**src/rtl/layer_compositor.sv**
```systemverilog
// Two-stage layer compositor: per-state enable table, priority select, frame-aligned state commit.
// Optional fade transition FSM is enabled by defining LAYER_COMPOSITOR_FADE_EN.
module layer_compositor #(
   parameter int NUM_LAYERS  = 4,
   parameter int ADDR_W      = 17,
   parameter int STATE_W     = 4,
   parameter int H_ACTIVE    = 640,
   parameter int V_ACTIVE    = 480,
   parameter int FADE_FRAMES = 8
) (
   input  logic                         clk,
   input  logic                         rst,
   input  logic [STATE_W-1:0]           state,
   input  logic [9:0]                   h_cnt,
   input  logic [9:0]                   v_cnt,
   input  logic [NUM_LAYERS-1:0]        layer_hit,
   input  logic [NUM_LAYERS*ADDR_W-1:0] layer_addr,
   input  logic                         cfg_we,
   input  logic [STATE_W-1:0]           cfg_state,
   input  logic [NUM_LAYERS-1:0]        cfg_mask,
   output logic [ADDR_W-1:0]            pixel_addr,
   output logic                         not_blank,
   output logic [STATE_W-1:0]           active_state,
   output logic                         frame_start,
   output logic [3:0]                   fade_level,
   output logic                         busy
);
   localparam int DEPTH = 1 << STATE_W;
   localparam logic [9:0] H_LIM = 10'(H_ACTIVE);
   localparam logic [9:0] V_LIM = 10'(V_ACTIVE);

   logic [NUM_LAYERS-1:0]             tbl [DEPTH];
   logic                              frame_cyc;
   logic [NUM_LAYERS-1:0]             s1_eff;
   logic [NUM_LAYERS-1:0][ADDR_W-1:0] s1_addr;
   logic                              s1_act;
   logic                              sel_hit;
   logic [ADDR_W-1:0]                 sel_addr;
   logic                              blank_force;
   logic [STATE_W-1:0]                act_d;

   assign frame_cyc = (h_cnt == 10'd0) && (v_cnt == 10'd0);

   // Writes land at the clock edge, so a same-cycle lookup of that entry sees the old mask.
   always_ff @(posedge clk or posedge rst) begin
      if (rst) begin
         for (int i = 0; i < DEPTH; i++) tbl[i] <= '1;
      end else if (cfg_we) begin
         tbl[cfg_state] <= cfg_mask;
      end
   end

   always_ff @(posedge clk or posedge rst) begin
      if (rst) begin
         s1_eff  <= '0;
         s1_addr <= '0;
         s1_act  <= 1'b0;
      end else begin
         s1_eff  <= layer_hit & tbl[active_state];
         s1_addr <= layer_addr;
         s1_act  <= (h_cnt < H_LIM) && (v_cnt < V_LIM);
      end
   end

   // Walk from highest to lowest index so the lowest set layer wins.
   always_comb begin
      sel_hit  = 1'b0;
      sel_addr = '0;
      for (int i = NUM_LAYERS - 1; i >= 0; i--) begin
         if (s1_eff[i]) begin
            sel_hit  = 1'b1;
            sel_addr = s1_addr[i];
         end
      end
   end

   always_ff @(posedge clk or posedge rst) begin
      if (rst) begin
         pixel_addr   <= '0;
         not_blank    <= 1'b0;
         frame_start  <= 1'b0;
         active_state <= '0;
      end else begin
         pixel_addr   <= (sel_hit && s1_act) ? sel_addr : '0;
         not_blank    <= sel_hit && s1_act && !blank_force;
         frame_start  <= frame_cyc;
         active_state <= act_d;
      end
   end

`ifdef LAYER_COMPOSITOR_FADE_EN
   localparam logic [3:0] FADE_MAX = 4'(FADE_FRAMES);

   typedef enum logic [1:0] {IDLE, FADE_OUT, FADE_IN} fade_state_t;
   fade_state_t fs_q, fs_d;
   logic [3:0]  level_q, level_d;

   always_ff @(posedge clk or posedge rst) begin
      if (rst) begin
         fs_q    <= IDLE;
         level_q <= 4'd0;
      end else begin
         fs_q    <= fs_d;
         level_q <= level_d;
      end
   end

   // The FSM only advances on frame-start cycles; the commit happens one frame after full fade.
   always_comb begin
      fs_d    = fs_q;
      level_d = level_q;
      act_d   = active_state;
      if (frame_cyc) begin
         case (fs_q)
            IDLE: begin
               if (state != active_state) begin
                  fs_d    = FADE_OUT;
                  level_d = 4'd1;
               end
            end
            FADE_OUT: begin
               if (level_q < FADE_MAX) begin
                  level_d = level_q + 4'd1;
               end else begin
                  act_d = state;
                  fs_d  = FADE_IN;
               end
            end
            FADE_IN: begin
               if (state != active_state) begin
                  fs_d = FADE_OUT;
                  if (level_q < FADE_MAX) level_d = level_q + 4'd1;
               end else begin
                  level_d = level_q - 4'd1;
                  if (level_q == 4'd1) fs_d = IDLE;
               end
            end
            default: fs_d = IDLE;
         endcase
      end
   end

   assign fade_level  = level_q;
   assign busy        = (fs_q != IDLE);
   assign blank_force = (level_q == FADE_MAX);
`else
   assign act_d       = frame_cyc ? state : active_state;
   assign fade_level  = 4'd0;
   assign busy        = 1'b0;
   assign blank_force = 1'b0;
`endif

endmodule

```
**config.mk**
```make
export PLATFORM = sky130hd
export DESIGN_NAME = layer_compositor
export DESIGN_NICKNAME = d
export VERILOG_FILES = /design/src/rtl/layer_compositor.sv
export SDC_FILE = /design/constraint.sdc
export NUM_CORES = 1
export LEC_CHECK = 0
export ABC_AREA = 1
export CORE_MARGIN = 2
export CORE_UTILIZATION = 30
export DETAILED_ROUTE_END_ITERATION = 8
export PLACE_DENSITY_LB_ADDON = 0.05
export SYNTH_ARGS = -nofsm -noshare
export SYNTH_HDL_FRONTEND = slang
export SYNTH_SLANG_ARGS = --single-unit
```
**constraint.sdc**
```tcl
create_clock -name clk -period 7.21 [get_ports clk]
set_clock_uncertainty 0.1 [all_clocks]
set_input_delay 2.163 -clock clk [delete_from_list [all_inputs] [get_ports clk]]
set_output_delay 2.163 -clock clk [all_outputs]
set_load 0.03 [all_outputs]
```
==> flow_summary.json, run 1 <==
{
  "worstPathCellList": "clkdlybuf4s50_1",
  "ios": 135,
  "yosys_warnings": 0,
  "drv_cap": 0,
  "path_max_fanout": 19,
  "timing.critical_path.arrival_ns": 2.01,
  "drc_errors": 0,
  "mappedNetlistArea_sq_mm": 0.00642,
  "fin_total_pwr_uw": 2290,
  "max_stage_delay_ns": 0.81,
  "post_cts_buffers": 0,
  "required_ns": 4.95,
  "io_buffers": 129,
  "power_density_mw_per_mm2": 272,
  "path_delay_family": "buffers and inverters",
  "dpl_cell_area_sq_mm": 0.00787,
  "first_iter_violations": 299,
  "vias_per_cell": 4.42,
  "dieArea_sq_mm": 0.0226,
  "hpwlAfterDp_microns": 11400,
  "worst_path_max_delay_cell": "clkdlybuf4s50_1",
  "finalCriticalPeriod_ns": 4.27,
  "grt_overflow_total": 0,
  "placed_cells": 1057,
  "synth.yosys.seq_area_share": 0.636,
  "core_area_sq_mm": 0.0210,
  "grt_pass1_wl_microns": 26700,
  "flow.area_growth_from_synthesis_pct": 31.3,
  "tritoncts.num_buffers": 17,
  "route.antenna.remaining_nets": 0,
  "fraction_of_final_layout_cells_with_drive_strength_greater_than_1": 0.130,
  "fmaxAchievable_ghz": 0.234,
  "gp_congestion": 0.752,
  "layout.core_utilization": 0.401,
  "final_min_period_over_clock_period": 0.593,
  "cts_root_buf": "clkbuf_16",
  "fin_setup_tns_ns": 0,
  "grt_start_max_net_pins": 115,
  "cts_hold_buf": 0,
  "timing_worst_setup_path_type": "flip-flop to output pin",
  "min-delay-path-class": "flip-flop to flip-flop",
  "outcome": "completed",
  "cts_num_sinks": 160,
  "syn_inst": 679,
  "overall_die_height_microns": 150,
  "htree_levels": 4,
  "cts-resized-gates": 0,
  "dr.pass1.iters": 4,
  "hold_violation_count_in_the_final_report": 0,
  "num-nets-final": 908,
  "antenna_cells_inserted": 0,
  "routed_wire_length_microns": 17000,
  "grt_pass1_vias": 4869,
  "cts.clk_slew.worst_paths_ns": 0.07,
  "initial_core_util": 0.305,
  "start_kind": "flip-flop",
  "worstPathBufferInverterCount": 1,
  "timing_worst_slew_pin_value_ns": 1.01,
  "worst_setup_path_end_kind": "output pin",
  "die_x_extent_microns": 150,
  "stdcell_area_sq_mm": 0.00843,
  "synth_seq_cells": 160,
  "num_vias": 4811,
  "post_layout_nonfiller_instances": 1089,
  "floorplan.rows": 53,
  "average_size_of_a_mapped_cell_sq_um": 9.45,
  "cts_tree": "yes",
  "slew-limit-headroom": 0.328,
  "rsz_0062_raised_after_global_routing": "false",
  "antenna_found_initial": 0,
  "timing.final.max_slew_violations": 0,
  "yosysUniqueCellTypes": 22,
  "cts-root-to-sink-buffers": 2,
  "finalSetupViolations": 0,
  "vdd.ir_drop.worst_mv": 0.146,
  "p_leak_uw": 0.00370,
  "detail_route.wl_per_cell_microns": 15.6,
  "grt_usage": 0.156,
  "worstSkewPairLatency_ns": 0.42,
  "fill_cells": 2094
}
## routing by layer
metal / track usage / vias to the layer above / part of all wire
li1: - / 2414 / -
met1: 0.211 / 2283 / 0.48
met2: 0.251 / 98 / 0.47
met3: 0.0330 / 16 / 0.037
met4: 0.0519 / 0 / 0.015
met5: 0 / - / 0
## path summary, 6_finish.rpt
| check | start | end | slack (ns) | depth (start not counted) |
|---|---|---|---|---|
| setup / recovery | active_state[1]$_DFFE_PP0P_ | active_state[1] | 2.94 | 1 |
| max in group asynchronous | rst | s1_addr[56]$_DFF_PP0_ | 3.56 | 3 |
| hold reg to reg | tbl[30]$_DFFE_PP1P_ | tbl[30]$_DFFE_PP1P_ | 0.38 | 2 |
| hold / removal | tbl[30]$_DFFE_PP1P_ | tbl[30]$_DFFE_PP1P_ | 0.38 | 2 |
| setup reg to reg | s1_eff[2]$_DFF_PP0_ | pixel_addr[1]$_DFF_PP0_ | 5.34 | 5 |
| min in group asynchronous | rst | active_state[3]$_DFFE_PP0P_ | 2.29 | 2 |
## cells in the mapped netlist
master | number | share of area
inv_2 | 2 | 0.0012
nor3_2 | 1 | 0.0016
buf_4 | 9 | 0.011
a221oi_1 | 1 | 0.0014
nand3_1 | 60 | 0.047
conb_1 | 1 | 0.00058
o21ai_1 | 7 | 0.0055
inv_1 | 53 | 0.031
clkbuf_1 | 8 | 0.0047
dfstp_2 | 64 | 0.26
o21a_4 | 1 | 0.0023
nor4_1 | 1 | 0.00098
buf_6 | 8 | 0.014
nor3_1 | 1 | 0.00078
nand3_2 | 1 | 0.0016
nand2_1 | 212 | 0.12
o21ai_0 | 91 | 0.071
buf_2 | 7 | 0.0055
dfrtp_1 | 96 | 0.37
nor2_1 | 14 | 0.0082
a21oi_1 | 38 | 0.030
inv_4 | 3 | 0.0029
## cells in the final DEF, fill, tap and decap left out, types with 2 or more instances in the layout
| cell | synthesis | final |
|---|---|---|
| clkinvlp_4 | 0 | 2 |
| inv_4 | 3 | 3 |
| o21ai_0 | 91 | 91 |
| nor2_1 | 14 | 14 |
| dfrtp_1 | 96 | 96 |
| inv_2 | 2 | 2 |
| a21oi_1 | 38 | 38 |
| nand2_1 | 212 | 212 |
| nand3_1 | 60 | 60 |
| inv_6 | 0 | 6 |
| clkdlybuf4s50_1 | 0 | 129 |
| inv_8 | 0 | 6 |
| buf_4 | 9 | 2 |
| clkbuf_16 | 0 | 17 |
| inv_1 | 53 | 52 |
| conb_1 | 1 | 5 |
| dfstp_2 | 64 | 64 |
| o21ai_1 | 7 | 7 |
## registers in the layout (all words and copies together) (netlist names)
signal,cells
active_state,4
frame_start,1
not_blank,1
pixel_addr,17
s1_act,1
s1_addr,68
s1_eff,4
tbl,64
## layout make-up
class,count,area (sq um),area share
repair buffers,131,1310,0.155
inverters,58,230,0.0273
clock buffers,18,429,0.0509
well taps,275,344,0.0408
clock inverters,14,135,0.0160
flip-flops and latches,160,4080,0.484
multi-input cells,433,1900,0.226
## kinds of logic (layout without fill, tap and decap cells)
family | count (synthesis) | in the layout | synth area share
AO/OA/AOI/OAI | 138 | 138 | 0.110
buffers and inverters | 90 | 221 | 0.0698
flip-flops | 160 | 160 | 0.636
other | 1 | 5 | 0.000584
AND/OR/NAND/NOR | 290 | 290 | 0.184
## power breakdown
group	total [uW]	internal [uW]	switching (uW)
combinational	313	138	174
sequential	1110	1050	60.3
clock	866	461	405
## through the flow
stage	hold WS [ns]	setup WS (ns)
2_1_floorplan	0.355	0.733
3_3_place_gp	0.364	3.07
3_5_place_dp	0.369	3.03
4_1_cts	0.380	2.91
5_1_grt	0.397	2.81
6_report	0.376	2.94
(Power assumes the default switching activity.)
==> run 2, diff against run 1 <==
==> constraint.sdc (replaced) <==
create_clock -name clk -period 3.7 [get_ports clk]
set_clock_uncertainty 0.1 [all_clocks]
set_input_delay 1.11 -clock clk [delete_from_list [all_inputs] [get_ports clk]]
set_output_delay 1.11 -clock clk [all_outputs]
set_load 0.03 [all_outputs]
==> run 2 against run 1 <==
Effect of this change: register-to-register slack lost 3.5 ns; cell count is essentially flat; power grew 96%; via count grew 2.4%; global-route usage grew 0.40 points; worst setup slack lost 2.1 ns; critical path depth grew 1; clock power grew 97%; sequential power grew 95%; cell area grew 0.45%; routed wire length grew 0.92%; highest routed layer unchanged.
==> flow_summary.json, run 2 (synthesis gave the netlist of run 1 again) <==
{
  "num-nets-final": 910,
  "final_min_period_over_clock_period": 0.768,
  "cts-resized-gates": 0,
  "fmaxAchievable_ghz": 0.352,
  "grt_start_max_net_pins": 161,
  "initial_core_util": 0.305,
  "max_flop_register": "s1_addr",
  "route.antenna.remaining_nets": 0,
  "routed_wire_length_microns": 17100,
  "place_worst_setup_slack_ns": 0.888,
  "first_iter_violations": 341,
  "outcome": "completed",
  "rsz_0062_raised_after_global_routing": "false",
  "cts_tree": "yes",
  "core_area_sq_mm": 0.0210,
  "timing_worst_setup_path_type": "flip-flop to output pin",
  "finalSetupViolations": 0,
  "flow.area_growth_from_synthesis_pct": 31.9,
  "overall_die_height_microns": 150,
  "hold_violation_count_in_the_final_report": 0,
  "cts_root_buf": "clkbuf_16",
  "seqCellArea_sq_mm": 0.00408,
  "capturing_point_of_the_worst_reg2reg_path": "pixel_addr[1]$_DFF_PP0_",
  "vdd.ir_drop.worst_mv": 0.261,
  "dieArea_sq_mm": 0.0226,
  "required_ns": 2.49,
  "timing.reg2reg.worst_path_depth": 5,
  "fin_setup_tns_ns": 0,
  "largestRegisters": "s1_addr: 68 flops, tbl: 64 flops, pixel_addr: 17 flops",
  "worstPathCellList": "buf_4 -> clkdlybuf4s50_1",
  "cp.depth": 2,
  "timing_worst_slew_pin_value_ns": 0.873,
  "cts.clk_slew.worst_paths_ns": 0.06,
  "antenna_found_initial": 0,
  "min-delay-path-class": "flip-flop to flip-flop",
  "die_x_extent_microns": 150,
  "num_vias": 4925,
  "worst_setup_path_end_kind": "output pin",
  "startpoint": "active_state[2]$_DFFE_PP0P_",
  "hpwlAfterDp_microns": 11700,
  "rr_startpoint": "s1_eff[1]$_DFF_PP0_",
  "floorplan.rows": 53,
  "stdcell_area_sq_mm": 0.00847,
  "grt_pass1_vias": 5084,
  "post_cts_buffers": 0,
  "commonest_cells_after_routing_fill_and_taps_aside": "nand2_1 (212), clkdlybuf4s50_1 (129), dfrtp_1 (96), o21ai_0 (91), dfstp_2 (64)",
  "mostFrequentLayoutCell": "nand2_1",
  "path_max_fanout": 11,
  "grt_pass1_wl_microns": 27400,
  "setup_slack_ns": 0.859,
  "crit_path_end": "active_state[2]",
  "hold_path.startpoint": "tbl[30]$_DFFE_PP1P_",
  "worst-r2r-setup-slack_ns": 1.84,
  "htree_levels": 4,
  "power_density_mw_per_mm2": 531,
  "ios": 135,
  "tritoncts.num_buffers": 17,
  "max_stage_delay_ns": 0.70,
  "fill_cells": 2073,
  "io_buffers": 129,
  "cts_num_sinks": 160,
  "largest_register_ffs": 68,
  "worst_path_max_delay_cell": "clkdlybuf4s50_1",
  "antenna_cells_inserted": 0,
  "worstPathBufferInverterCount": 2,
  "p_leak_uw": 0.00372,
  "gp_congestion": 0.791,
  "timing.final.max_slew_violations": 0,
  "timing.critical_path.arrival_ns": 1.63,
  "vias_per_cell": 4.52,
  "cts_hold_buf": 0,
  "dpl_cell_area_sq_mm": 0.00789,
  "fraction_of_final_layout_cells_with_drive_strength_greater_than_1": 0.133,
  "grt_usage": 0.160,
  "detail_route.wl_per_cell_microns": 15.7,
  "worstSkewPairLatency_ns": 0.43,
  "cts-root-to-sink-buffers": 2,
  "path_delay_family": "buffers and inverters",
  "start_kind": "flip-flop",
  "grt_overflow_total": 0,
  "drc_errors": 0,
  "dr.pass1.iters": 4,
  "drv_cap": 0,
  "finalCriticalPeriod_ns": 2.84,
  "slew-limit-headroom": 0.418,
  "multi_input_comb_area_sq_mm": 0.00190
}
[run 2: stage by stage]
step	total power [uW]	utilization	instances	hold slack, ns
after floorplan	2550	-	683	0.355
after global placement	2810	0.376	1059	0.365
after detailed placement	2820	0.376	1059	0.369
after CTS	4560	0.403	1090	0.381
after global routing	4760	0.403	1090	0.393
final	4500	0.403	1090	0.379
[run 2: worst min path at each step]
stage	cells after the start	slack (ns)	end
final	2	0.38	tbl[30]$_DFFE_PP1P_
after global routing	2	0.39	tbl[13]$_DFFE_PP1P_
after CTS	2	0.38	tbl[30]$_DFFE_PP1P_
after detailed placement	2	0.37	tbl[13]$_DFFE_PP1P_
after global placement	2	0.36	tbl[29]$_DFFE_PP1P_
after floorplan	2	0.35	tbl[29]$_DFFE_PP1P_
[run 2: tightest hold or removal path, stage by stage, from the launching register on]
cell,delay [ns]
dfstp_2,0.37
nand2_1,0.05
o21ai_1,0.05
[run 2: power breakdown]
| part | leakage, uW | switching, uW | internal (uW) |
|---|---|---|---|
| sequential | 0.00185 | 122 | 2050 |
| clock | 0.000278 | 764 | 948 |
| combinational | 0.00159 | 341 | 270 |
| total | 0.00372 | 1230 | 3270 |
[run 2: metal layers]
| layer | up-vias | part of all wire | GRT usage |
|---|---|---|---|
| met5 | - | 0 | 0 |
| met4 | 0 | 0.017 | 0.0561 |
| met3 | 21 | 0.047 | 0.0376 |
| met2 | 135 | 0.47 | 0.261 |
| met1 | 2345 | 0.46 | 0.209 |
| li1 | 2424 | - | - |
[run 2: final cells by class]
class | instances | area share
sequential | 160 | 0.482
multi-input combinational | 433 | 0.225
timing repair buffer | 133 | 0.157
clock buffer | 17 | 0.0502
tap | 275 | 0.0406
inverter | 58 | 0.0270
clock inverter | 14 | 0.0177
